[config.mk]
export PLATFORM = sky130hd
export DESIGN_NAME = top_level_led_pio
export DESIGN_NICKNAME = d
export VERILOG_FILES = /design/src/rtl/top_level_led_pio.sv
export SDC_FILE = /design/constraint.sdc
export NUM_CORES = 1
export LEC_CHECK = 0
export ABC_AREA = 1
export BUFFER_PORTS_ARGS = -buffer_cell sky130_fd_sc_hd__buf_2
export CAP_MARGIN = 20
export CORE_UTILIZATION = 60
export CTS_CLUSTER_SIZE = 28
export DETAILED_ROUTE_END_ITERATION = 16
export PLACE_DENSITY = 0.79
export SLEW_MARGIN = 20
export SYNTH_ARGS = -nofsm -noshare
export SYNTH_HDL_FRONTEND = slang
export SYNTH_SLANG_ARGS = --single-unit
export TNS_END_PERCENT = 5
[constraint.sdc]
create_clock -name clk -period 4.5 [get_ports clk]
set_clock_uncertainty 0.15 [all_clocks]
set_input_delay 0.225 -clock clk [delete_from_list [all_inputs] [get_ports clk]]
set_output_delay 0.225 -clock clk [all_outputs]
set_load 0.02 [all_outputs]
[src/rtl/top_level_led_pio.sv]
// LED output PIO: Avalon-MM slave with static data, set/clear, per-bit
// one-shot pulses, per-bit blink and a pulse-done interrupt.
module top_level_led_pio #(
    parameter int unsigned WIDTH     = 8,
    parameter int unsigned PULSE_W   = 16,
    parameter int unsigned BLINK_DIV = 25000000
) (
    input  logic             clk,
    input  logic             reset_n,
    input  logic [2:0]       address,
    input  logic             chipselect,
    input  logic             write_n,
    input  logic [31:0]      writedata,
    output logic [31:0]      readdata,
    output logic [WIDTH-1:0] out_port,
    output logic             irq
);

    localparam int unsigned PSW = (BLINK_DIV > 1) ? $clog2(BLINK_DIV) : 1;
    localparam logic [PSW-1:0] PRESC_MAX = PSW'(BLINK_DIV - 1);

    typedef enum logic [2:0] {
        A_DATA      = 3'd0,
        A_PULSE_LEN = 3'd1,
        A_PULSE     = 3'd2,
        A_BLINK     = 3'd3,
        A_OUTSET    = 3'd4,
        A_OUTCLEAR  = 3'd5,
        A_DONE      = 3'd6,
        A_IRQ_MASK  = 3'd7
    } reg_addr_t;

    logic               wr;
    logic               rd;
    logic [WIDTH-1:0]   wd;
    logic [WIDTH-1:0]   data_reg;
    logic [PULSE_W-1:0] pulse_len;
    logic [WIDTH-1:0]   busy;
    logic [PULSE_W-1:0] cnt [WIDTH];
    logic [WIDTH-1:0]   blink;
    logic [WIDTH-1:0]   done;
    logic [WIDTH-1:0]   irq_mask;
    logic [PSW-1:0]     presc;
    logic               phase;
    logic [WIDTH-1:0]   load;
    logic [WIDTH-1:0]   finish;
    logic [31:0]        rd_mux;
    logic               unused_wd;

    assign wr        = chipselect & ~write_n;
    assign rd        = chipselect & write_n;
    assign wd        = writedata[WIDTH-1:0];
    assign unused_wd = ^writedata;

    assign out_port = data_reg ^ busy ^ (blink & {WIDTH{phase}});
    assign irq      = |(done & irq_mask);

    // Pulse loads and completions; a reload on the completing edge suppresses DONE
    always_comb begin
        load   = '0;
        finish = '0;
        if (wr && address == A_PULSE && pulse_len != '0)
            load = wd;
        for (int unsigned i = 0; i < WIDTH; i++)
            finish[i] = busy[i] && (cnt[i] == PULSE_W'(1)) && !load[i];
    end

    // Software-visible configuration registers
    always_ff @(posedge clk) begin
        if (!reset_n) begin
            data_reg  <= '0;
            pulse_len <= '0;
            blink     <= '0;
            irq_mask  <= '0;
        end else if (wr) begin
            case (address)
                A_DATA:      data_reg  <= wd;
                A_PULSE_LEN: pulse_len <= writedata[PULSE_W-1:0];
                A_BLINK:     blink     <= wd;
                A_OUTSET:    data_reg  <= data_reg | wd;
                A_OUTCLEAR:  data_reg  <= data_reg & ~wd;
                A_IRQ_MASK:  irq_mask  <= wd;
                default:     ;
            endcase
        end
    end

    // Per-bit pulse down-counters and sticky DONE flags
    always_ff @(posedge clk) begin
        if (!reset_n) begin
            busy <= '0;
            done <= '0;
            for (int unsigned i = 0; i < WIDTH; i++)
                cnt[i] <= '0;
        end else begin
            for (int unsigned i = 0; i < WIDTH; i++) begin
                if (load[i]) begin
                    cnt[i]  <= pulse_len;
                    busy[i] <= 1'b1;
                end else if (busy[i]) begin
                    cnt[i] <= cnt[i] - PULSE_W'(1);
                    if (cnt[i] == PULSE_W'(1))
                        busy[i] <= 1'b0;
                end
            end
            done <= ((wr && address == A_DONE) ? '0 : done) | finish;
        end
    end

    // Free-running blink prescaler and phase
    always_ff @(posedge clk) begin
        if (!reset_n) begin
            presc <= '0;
            phase <= 1'b0;
        end else if (presc == PRESC_MAX) begin
            presc <= '0;
            phase <= ~phase;
        end else begin
            presc <= presc + PSW'(1);
        end
    end

    // Read mux, zero-extended
    always_comb begin
        rd_mux = '0;
        case (address)
            A_DATA:      rd_mux[WIDTH-1:0]   = data_reg;
            A_PULSE_LEN: rd_mux[PULSE_W-1:0] = pulse_len;
            A_PULSE:     rd_mux[WIDTH-1:0]   = busy;
            A_BLINK:     rd_mux[WIDTH-1:0]   = blink;
            A_DONE:      rd_mux[WIDTH-1:0]   = done;
            A_IRQ_MASK:  rd_mux[WIDTH-1:0]   = irq_mask;
            default:     rd_mux = '0;
        endcase
    end

    // Registered read data, latency 1
    always_ff @(posedge clk) begin
        if (!reset_n)
            readdata <= '0;
        else
            readdata <= rd ? rd_mux : '0;
    end

endmodule

==> out/results.tsv, run 1 <==
stage	metric	value	unit
status	status	finished clean	
clock_tree	postCtsResizedCells	0	
placed_design	dp_slack	1.38	ns
synth	synth_cell_type_count	45	
floorplanning	dieWidth	154	um
layout	top_register	cnt	
synth	synthTopCellsByCount	395 x nand2_1, 382 x nor2_1, 180 x inv_1	
synth	synth_flop_cell	edfxtp_1	
power_and_ir_drop	leakage	6.22	nW
setup_path	cp-end-kind	flop	
layout	fillCellCount	1925	
setup_path	worst_ep_arrival_time	3.01	ns
placed_design	dpl.hpwl	24000	um
routing	detail_route.iter0.violations	973	
routing	antenna_left	0	
grt	antenna_found_initial	0	
routing	vias	12600	
run	cap_violations	0	
grt	grt_usage	31.2	%
synth	syn_avg_cell_area	7.41	um2
clock_tree	cts_setup_buffers	0	
routing	wirelength	36800	um
synth	syn_inst	1859	
synth	yosys-top-cells-area	edfxtp_1 28%, dfxtp_1 14%, nand2_1 11%	
synth	synth_most_common_cell	nand2_1	
clock_tree	ctsRootBufferMaster	clkbuf_16	
setup_path	path_class	flop to flop	
grt	grt_pass1_vias	11800	
timing	finalCritPeriodShare	68.9	%
synth	synth_top_cell_area_share	27.9	%
timing	hold_viol_final	0	
synth	syn_area	0.0138	mm2
timing	setup_slack	1.40	ns
synth	ys_ff_latch	226	
floorplanning	coreArea	0.0226	mm2
floorplanning	die_y	154	um
grt	overflow	0	
synth	ys_seq_area_share	42.1	%
hold_path	worstHoldStart	writedata[1]	
hold_path	hp-class	input port to flop	
synth	ys_warn_count	0	
layout	largestRegisters	cnt (128), presc (25)	
timing	slew_violations	0	
placed_design	numPortBuffers	47	
timing	period_minus_slack	3.10	ns
power_and_ir_drop	total_power	4.75	mW
placed_design	gp_congestion	0.950	
routing	drc_errors	0	
layout	nNetsFinal	1948	
floorplanning	die-area	0.0236	mm2
setup_path	cp-start-kind	flop	
layout	final-instance-count-excl-fill	2197	
timing	rsz0062_at_grt	false	
power_and_ir_drop	peakVddDrop	0.251	mV
clock_tree	clock-sinks	226	
timing	finalSetupTns	0	ns
routing	dr.pass1.iters	11	
layout	largest_reg_flops	128	
timing	setup_viol	0	
power_and_ir_drop	power.density	317	mW/mm2
clock_tree	numCtsBuffers	25	
synth	synth_top_area_cell	edfxtp_1	
routing	wl_per_cell	16.7	um
grt	grt_start_max_net_pins	55	
layout	syn_to_final_growth	8.74	%
clock_tree	clk_path_buf_depth	3	
clock_tree	cts_tree	done	
floorplanning	io_pins	80	
setup_path	setup.worst_path.start	pulse_len[7]	
synth	async_reset_ff_share	0	%
clock_tree	clk_latency	0.53	ns
setup_path	ff2ff_setup_slack	1.40	ns
layout	drive_gt1_share	6.86	%
placed_design	dp.cells	2135	
setup_path	timing.rr.start	pulse_len[7]	
routing	vias_per_cell	5.72	
timing	slew_headroom	22.5	%
timing	fmax	323	MHz
grt	grt_pass1_wl	59000	um
clock_tree	htreeDepth	1	
setup_path	cp.required	4.41	ns
timing	tightest_slew	1.15	ns
setup_path	critPathMaxFanout	35	
floorplanning	num_rows	55	
clock_tree	path_clk_slew	0.06	ns
synth	synth_edf_count	128	
floorplanning	start_util	61.0	%
## layer usage
metal	vias up	share of wire [%]	GRT usage, %
li1	6089	-	-
met5	-	0	0
met2	582	45	50.3
met1	5775	42	41.8
met3	116	8.7	4.76
met4	0	4.1	13.8
## stage by stage
step | area (um2) | hold slack (ns) | util, %
after floorplan | 13800 | 0.210 | -
after global routing | 15000 | 0.0582 | 66.3
final | 15000 | 0.0431 | 66.4
after detailed placement | 14000 | 0.318 | 62.1
after global placement | 14000 | 0.309 | 62.1
after CTS | 15000 | 0.0183 | 66.3
## power breakdown
group | internal [mW] | switching, mW | leakage (nW) | total (mW)
registers | 2.24 | 0.0544 | 2.11 | 2.30
clock network | 1.17 | 0.841 | 0.397 | 2.02
logic | 0.121 | 0.312 | 3.71 | 0.433
total | 3.54 | 1.21 | 6.22 | 4.75
## cell usage in the layout, fill, tap and decap left out, drive strengths merged, types with 6 or more instances in the layout
cell         instances
inv                189
o22ai                6
a21oi               64
buf                 53
nor2               384
nand2              401
a31oi                7
xor2                79
dlygate4sd3         15
nand4               67
ha                  17
nor3                31
xnor2               36
o21ai               88
nand3b              15
edfxtp             128
conb                16
dfxtp               98
clkbuf              41
nand3              136
clkinv              15
a22oi               15
## kinds of logic after synthesis
family / after synthesis / share of synthesized area, %
AOI/OAI and AO/OA: 183 / 7.44
adders and majority gates: 17 / 1.54
xor gates and xnor gates: 115 / 7.31
other: 1 / 0.0272
DFF: 226 / 42.1
and+or+nand+nor: 1040 / 32.8
buffers and inverters: 277 / 8.71
## timing repair
action | in CTS | in global routing
endpoints found under the setup margin | 0 | 0
endpoints found under the hold margin | 27 | 0
hold buffers | 15 | 0
## worst paths after layout
path,end,cells after the start
worst max-delay path,cnt[1][46],7
worst min register to register,blink[7],2
worst min-delay path,data_reg[1],3
worst max register to register,cnt[1][46],7
## worst max-delay path, stage by stage (launching register included)
cell and delay [ns]:
dfxtp_1 0.36, nor2_1 0.06, nand2_1 0.06, nor2_1 0.06
nand2_2 0.70, nand3_2 0.26, nand2_1 0.34, nand3_1 0.63
## final cells by class
class | instances | area, um2 | area share [%]
clock inverters | 4 | 25.0 | 0.167
flip-flops and latches | 226 | 5810 | 38.8
repair buffers | 68 | 433 | 2.89
clock buffers | 41 | 777 | 5.19
multi-input cells | 1371 | 6830 | 45.6
diodes | 2 | 5.00 | 0.0334
inverters | 200 | 751 | 5.01
well taps | 285 | 357 | 2.38
Note: power is estimated with default switching activity, not from simulation.
==> inputs of run 2 (changes only) <==
Clock period 4.5 ns to 3 ns, I/O delays scaled along.
==> run 2 against run 1 <==
Core utilization increased by 1.2 points. Maximum frequency up 25%. Global-route usage decreased by 0.90 points. First-iteration DRC count grew 32%. Sequential cell count stayed put. Via count about the same. Count of clock-buffer cells in the layout is 4 lower. Clock power is 58% higher. Combinational power grew 56%. Cell count up 1.1%. Wire length is 2.0% lower. Sequential share of layout area down 0.68 points. Critical endpoint is now cnt[1][43].
==> out/results.tsv, run 2 (synthesis results as in run 1) <==
stage	metric	value	unit	change
layout	seqCellArea	0.00581	mm2	unchanged
setup_path	timing.rr.start	pulse_len[0]		was pulse_len[7]
layout	drive_gt1_share	7.75	%	was 6.86%
clock_tree	postCtsResizedCells	0		unchanged
run	cap_violations	0		unchanged
timing	finalCritPeriodShare	82.9	%	was 68.9%
timing	fmax	402	MHz	was 323 MHz
timing	slew_headroom	46.9	%	was 22.5%
timing	period_minus_slack	2.49	ns	was 3.10 ns
placed_design	numPortBuffers	47		unchanged
grt	grt_start_max_net_pins	44		was 55
setup_path	critPathSlowestCell	nand3_2		was nand2_2
routing	vias	12600		about the same
setup_path	cp.required	3.12	ns	was 4.41 ns
routing	wirelength	36000	um	was 36800 um
setup_path	cp-start-kind	flop		unchanged
clock_tree	clk_path_buf_depth	3		unchanged
setup_path	cp-end-kind	flop		unchanged
timing	slew_violations	0		unchanged
clock_tree	htreeDepth	1		unchanged
routing	wl_per_cell	16.2	um	was 16.7 um
clock_tree	path_clk_slew	0.06	ns	about the same
layout	top_register	cnt		unchanged
setup_path	path_class	flop to flop		unchanged
power_and_ir_drop	power_frac_clock	43.7	%	was 42.5%
grt	grt_pass1_wl	57100	um	was 59000 um
timing	rsz0062_at_grt	false		unchanged
clock_tree	cts_tree	done		unchanged
grt	overflow	0		unchanged
power_and_ir_drop	p_switching	1.83	mW	was 1.21 mW
layout	nNetsFinal	1972		was 1948
clock_tree	cts_setup_buffers	0		unchanged
status	status	finished clean		unchanged
floorplanning	die_y	154	um	unchanged
layout	multi_input_area	0.00683	mm2	unchanged
layout	mostFrequentLayoutCell	nand2_1		unchanged
placed_design	gp_congestion	0.945		was 0.950
power_and_ir_drop	power.density	480	mW/mm2	was 317 mW/mm2
power_and_ir_drop	switching_share	25.0	%	was 25.4%
clock_tree	ctsRootBufferMaster	clkbuf_16		unchanged
floorplanning	dieWidth	154	um	unchanged
grt	grt_usage	30.3	%	was 31.2%
layout	largest_reg_flops	128		unchanged
layout	fillCellCount	1908		was 1925
routing	detail_route.iter0.violations	1282		was 973
power_and_ir_drop	leakage	6.36	nW	was 6.22 nW
power_and_ir_drop	p_int	5.49	mW	was 3.54 mW
hold_path	hp-class	input port to flop		unchanged
setup_path	worst_ep_arrival_time	2.61	ns	was 3.01 ns
floorplanning	io_pins	80		unchanged
setup_path	crit_chain	nor2_1 > nand2_1 > nor2_1 > nand2_2 > buf_4 > nand3_2 > nand3_2 > inv_1 > o21ai_0		was nor2_1 > nand2_1 > nor2_1 > nand2_2 > nand3_2 > nand2_1 > nand3_1
routing	vias_per_cell	5.65		was 5.72
timing	setup_viol	0		unchanged
clock_tree	clock-sinks	226		unchanged
layout	final_cell_mix	395 x nand2_1, 382 x nor2_1, 180 x inv_1		unchanged
routing	antenna_left	0		unchanged
floorplanning	num_rows	55		unchanged
grt	grt_pass1_vias	11300		was 11800
timing	tightest_slew	0.795	ns	was 1.15 ns
setup_path	critPathMaxStageDelay	0.35	ns	was 0.70 ns
clock_tree	numCtsBuffers	26		was 25
routing	dr.pass1.iters	5		was 11
clock_tree	cts-hold-fix-buffers	22		was 15
timing	hold_viol_final	0		unchanged
grt	antenna_found_initial	0		unchanged
power_and_ir_drop	p_comb_share	9.2	%	was 9.1%
power_and_ir_drop	peakVddDrop	0.378	mV	was 0.251 mV
floorplanning	die-area	0.0236	mm2	unchanged
layout	syn_to_final_growth	10.7	%	was 8.74%
power_and_ir_drop	pwr-share-seq	47.1	%	was 48.4%
routing	drc_errors	0		unchanged
setup_path	critPathMaxFanout	21		was 35
placed_design	dpl.hpwl	24000	um	about the same
floorplanning	start_util	61.0	%	unchanged
setup_path	setup.worst_path.start	pulse_len[0]		was pulse_len[7]
layout	final_core_utilization	67.6	%	was 66.4%
clock_tree	clk_latency	0.53	ns	about the same
timing	finalSetupTns	0	ns	unchanged
hold_path	worstHoldStart	address[1]		was writedata[1]
layout	largestRegisters	cnt (128), presc (25)		unchanged
floorplanning	coreArea	0.0226	mm2	unchanged
run 2: cell count changes in the layout (fill, tap and decap cells not counted), moves of 3 or more:
cell / previous run / this run
clkbuf_1: 8 / 4
clkbuf_16: 26 / 29
buf_4: 7 / 22
dlygate4sd3_1: 15 / 22
clkbuf_8: 7 / 4
clkinv_2: 2 / 6
clkinv_1: 12 / 16
run 2: metal layers:
layer | track usage, % | share of wire, % | vias to the layer above
li1 | - | - | 6145
met5 | 0 | 0 | -
met3 | 4.99 | 10 | 97
met2 | 47.9 | 45 | 581
met1 | 42.1 | 42 | 5742
met4 | 10.8 | 3.5 | 0
run 2: power by group through the flow:
stage                     clock [mW]  combinational, mW  sequential, mW
after CTS                       3.23              0.660            3.44
after global routing            3.34              0.738            3.46
after detailed placement           0              0.633            3.51
final                           3.20              0.675            3.44
after floorplan                    0              0.486            3.49
after global placement             0              0.623            3.50
run 2: worst paths after layout:
check / slack (ns) / cells after the start / endpoint
worst min register to register: 0.32 / 1 / presc[0]
worst max-delay path: 0.51 / 9 / cnt[1][43]
worst max register to register: 0.51 / 9 / cnt[1][43]
worst min-delay path: 0.05 / 5 / data_reg[3]
run 2: critical path: cells and delay by family (launching register included):
family                 cells  cell delay (ns)
AO/OA/AOI/OAI              1             0.10
flip-flops                 1             0.31
buffers and inverters      2             0.56
AND/OR/NAND/NOR            6             1.10
run 2: area by class of cell:
cell class | count | area share, %
Antenna cell | 1 | 0.0164
Timing Repair Buffer | 91 | 4.17
Multi-Input combinational cell | 1371 | 44.8
Sequential cell | 226 | 38.1
Inverter | 200 | 4.92
Clock inverter | 11 | 0.492
Tap cell | 285 | 2.34
Clock buffer | 37 | 5.22
run 2: metrics by stage:
stage	total power, mW	setup slack (ns)	instance area (um2)	cells	hold slack (ns)
6_report	7.32	0.513	15200	2222	0.0530
5_1_grt	7.53	0.351	15200	2221	0.0609
4_1_cts	7.34	0.534	15200	2221	0.0164
3_3_place_gp	4.13	0.588	14200	2151	0.289
3_5_place_dp	4.14	0.547	14200	2151	0.300
2_1_floorplan	3.97	0.928	13800	1874	0.135
==> inputs of run 3 (changes only) <==
Clock period 3 ns to 2.41 ns, I/O delays scaled along.
==> run 3 against run 2 <==
Non-clock buffer count rose by 19. First-iteration DRC count increased by 0.47%. Clock power rose by 20%. Critical path depth grew 2. Combinational power rose by 27%. Via count grew 1.5%. Sequential power up 25%. Largest power group unchanged. Maximum frequency up 9.7%. Count of clock-buffer cells in the layout increased by 2. Sequential cell count stayed put. Setup slack lost 0.37 ns.
==> out/results.tsv, run 3 (synthesis results as in run 1) <==
stage	metric	value	unit	change
placed_design	numPortBuffers	47		unchanged
status	status	finished clean		unchanged
placed_design	dp_slack	0.225	ns	was 0.547 ns
power_and_ir_drop	power_frac_clock	42.8	%	was 43.7%
layout	diodes	0		was 1
grt	grt_start_max_net_pins	46		was 44
setup_path	cp.required	2.55	ns	was 3.12 ns
layout	drive_gt1_share	8.59	%	was 7.75%
power_and_ir_drop	peakVddDrop	0.392	mV	was 0.378 mV
floorplanning	die-area	0.0236	mm2	unchanged
floorplanning	io_pins	80		unchanged
timing	hold_viol_final	0		unchanged
layout	fin_area	0.0154	mm2	was 0.0152 mm2
floorplanning	num_rows	55		unchanged
layout	largestRegisters	cnt (128), presc (25)		unchanged
routing	wirelength	36400	um	was 36000 um
placed_design	dpl.hpwl	24800	um	was 24000 um
grt	overflow	0		unchanged
power_and_ir_drop	total_power	9.00	mW	was 7.32 mW
routing	vias_per_cell	5.69		was 5.65
floorplanning	start_util	61.0	%	unchanged
layout	syn_to_final_growth	11.7	%	was 10.7%
layout	final-instance-count-excl-fill	2240		was 2222
timing	slew_violations	0		unchanged
setup_path	worst_ep_arrival_time	2.41	ns	was 2.61 ns
floorplanning	die_y	154	um	unchanged
layout	fillCellCount	1884		was 1908
clock_tree	htreeDepth	1		unchanged
setup_path	critPathMaxStageDelay	0.38	ns	was 0.35 ns
placed_design	dp.cells	2167		was 2151
timing	fmax	441	MHz	was 402 MHz
timing	tightest_slew	0.813	ns	was 0.795 ns
layout	top_register	cnt		unchanged
routing	antenna_left	0		unchanged
layout	seqCellArea	0.00581	mm2	unchanged
clock_tree	clk_path_buf_depth	3		unchanged
placed_design	placed_area	0.0143	mm2	was 0.0142 mm2
layout	multi_input_area	0.00683	mm2	unchanged
clock_tree	path_clk_slew	0.06	ns	about the same
routing	dr.pass1.iters	6		was 5
clock_tree	ctsRootBufferMaster	clkbuf_16		unchanged
clock_tree	clock-sinks	226		unchanged
routing	drc_errors	0		unchanged
routing	detail_route.iter0.violations	1288		was 1282
grt	grt.busiest_layer	met2		unchanged
setup_path	crit_chain	nor2_1 > nand2_1 > nor2_1 > nand2_2 > buf_12 > nand3_4 > nand3_1 > buf_4 > o21ai_0 > nand2_1 > inv_1		was nor2_1 > nand2_1 > nor2_1 > nand2_2 > buf_4 > nand3_2 > nand3_2 > inv_1 > o21ai_0
floorplanning	coreArea	0.0226	mm2	unchanged
timing	hold_ws	0.261	ns	was 0.0530 ns
power_and_ir_drop	p_int	6.73	mW	was 5.49 mW
setup_path	cp-start-kind	flop		unchanged
timing	finalCritPeriodShare	94.0	%	was 82.9%
power_and_ir_drop	leakage	6.44	nW	was 6.36 nW
power_and_ir_drop	p_comb_share	9.6	%	was 9.2%
timing	slew_headroom	45.7	%	was 46.9%
setup_path	critPathSlowestCell	dfxtp_1		was nand3_2
timing	setup_viol	0		unchanged
grt	grt_pass1_vias	11700		was 11300
placed_design	gp_congestion	0.948		was 0.945
routing	wl_per_cell	16.3	um	was 16.2 um
clock_tree	clk_latency	0.53	ns	about the same
setup_path	path_class	flop to flop		unchanged
layout	mostFrequentLayoutCell	nand2_1		unchanged
floorplanning	dieWidth	154	um	unchanged
grt	met1_usage	42.6	%	was 42.1%
power_and_ir_drop	p_switching	2.27	mW	was 1.83 mW
clock_tree	postCtsResizedCells	0		unchanged
timing	rsz0062_at_grt	false		unchanged
layout	final_core_utilization	68.2	%	was 67.6%
hold_path	hp-class	input port to flop		unchanged
power_and_ir_drop	power.density	585	mW/mm2	was 480 mW/mm2
grt	antenna_found_initial	1		was 0
timing	finalSetupTns	0	ns	unchanged
power_and_ir_drop	pwr-share-seq	47.7	%	was 47.1%
clock_tree	numCtsBuffers	26		unchanged
grt	use_met2	48.9	%	was 47.9%
timing	setup_slack	0.144	ns	was 0.513 ns
clock_tree	cts_tree	done		unchanged
run	cap_violations	0		unchanged
grt	grt_pass1_wl	58700	um	was 57100 um
clock_tree	cts_setup_buffers	0		unchanged
layout	nNetsFinal	1991		was 1972
grt	met3_usage	4.11	%	was 4.99%
setup_path	critPathMaxFanout	36		was 21
layout	final_cell_mix	395 x nand2_1, 382 x nor2_1, 180 x inv_1		unchanged
routing	vias	12700		was 12600
timing	period_minus_slack	2.27	ns	was 2.49 ns
grt	grt_usage	31.0	%	was 30.3%
power_and_ir_drop	switching_share	25.3	%	was 25.0%
layout	largest_reg_flops	128		unchanged
setup_path	cp-end-kind	flop		unchanged
run 3: power groups by stage:
stage | Sequential, mW | Clock, mW | Combinational [mW]
floorplan | 4.34 | 0 | 0.604
finish | 4.29 | 3.85 | 0.860
global route | 4.30 | 4.04 | 0.944
global placement | 4.36 | 0 | 0.791
detailed placement | 4.37 | 0 | 0.807
CTS | 4.29 | 3.88 | 0.844
run 3: layer usage:
| layer | up-vias | part of all wire (%) |
|---|---|---|
| met3 | 105 | 9.5 |
| met2 | 624 | 45 |
| met4 | 0 | 4.1 |
| met1 | 5838 | 42 |
| met5 | - | 0 |
| li1 | 6182 | - |
run 3: area by class of cell:
class                   count  share of cell area, %
inverters                 200                   4.88
repair buffers            110                   5.27
flip-flops and latches    226                   37.7
clock buffers              39                   5.15
clock inverters             9                  0.325
well taps                 285                   2.32
multi-input cells        1371                   44.4
run 3: critical path, delay by kind of cell, from the launching register on:
family | cells | cell delay (ns)
flip-flops | 1 | 0.38
buffers and inverters | 3 | 0.55
AND/OR/NAND/NOR | 7 | 0.80
AO/OA/AOI/OAI | 1 | 0.12
run 3: final timing paths:
kind | startpoint | end | slack, ns | cells after the start
max | pulse_len[10] | cnt[0][59] | 0.14 | 11
max reg2reg | pulse_len[10] | cnt[0][59] | 0.14 | 11
min | writedata[12] | pulse_len[12] | 0.26 | 4
min reg2reg | presc[19] | presc[19] | 0.33 | 2
run 3: repair_timing:
| item | CTS | global route |
|---|---|---|
| hold buffers | 25 | 0 |
| endpoints found under the setup margin | 0 | 0 |
| endpoints found under the hold margin | 60 | 0 |
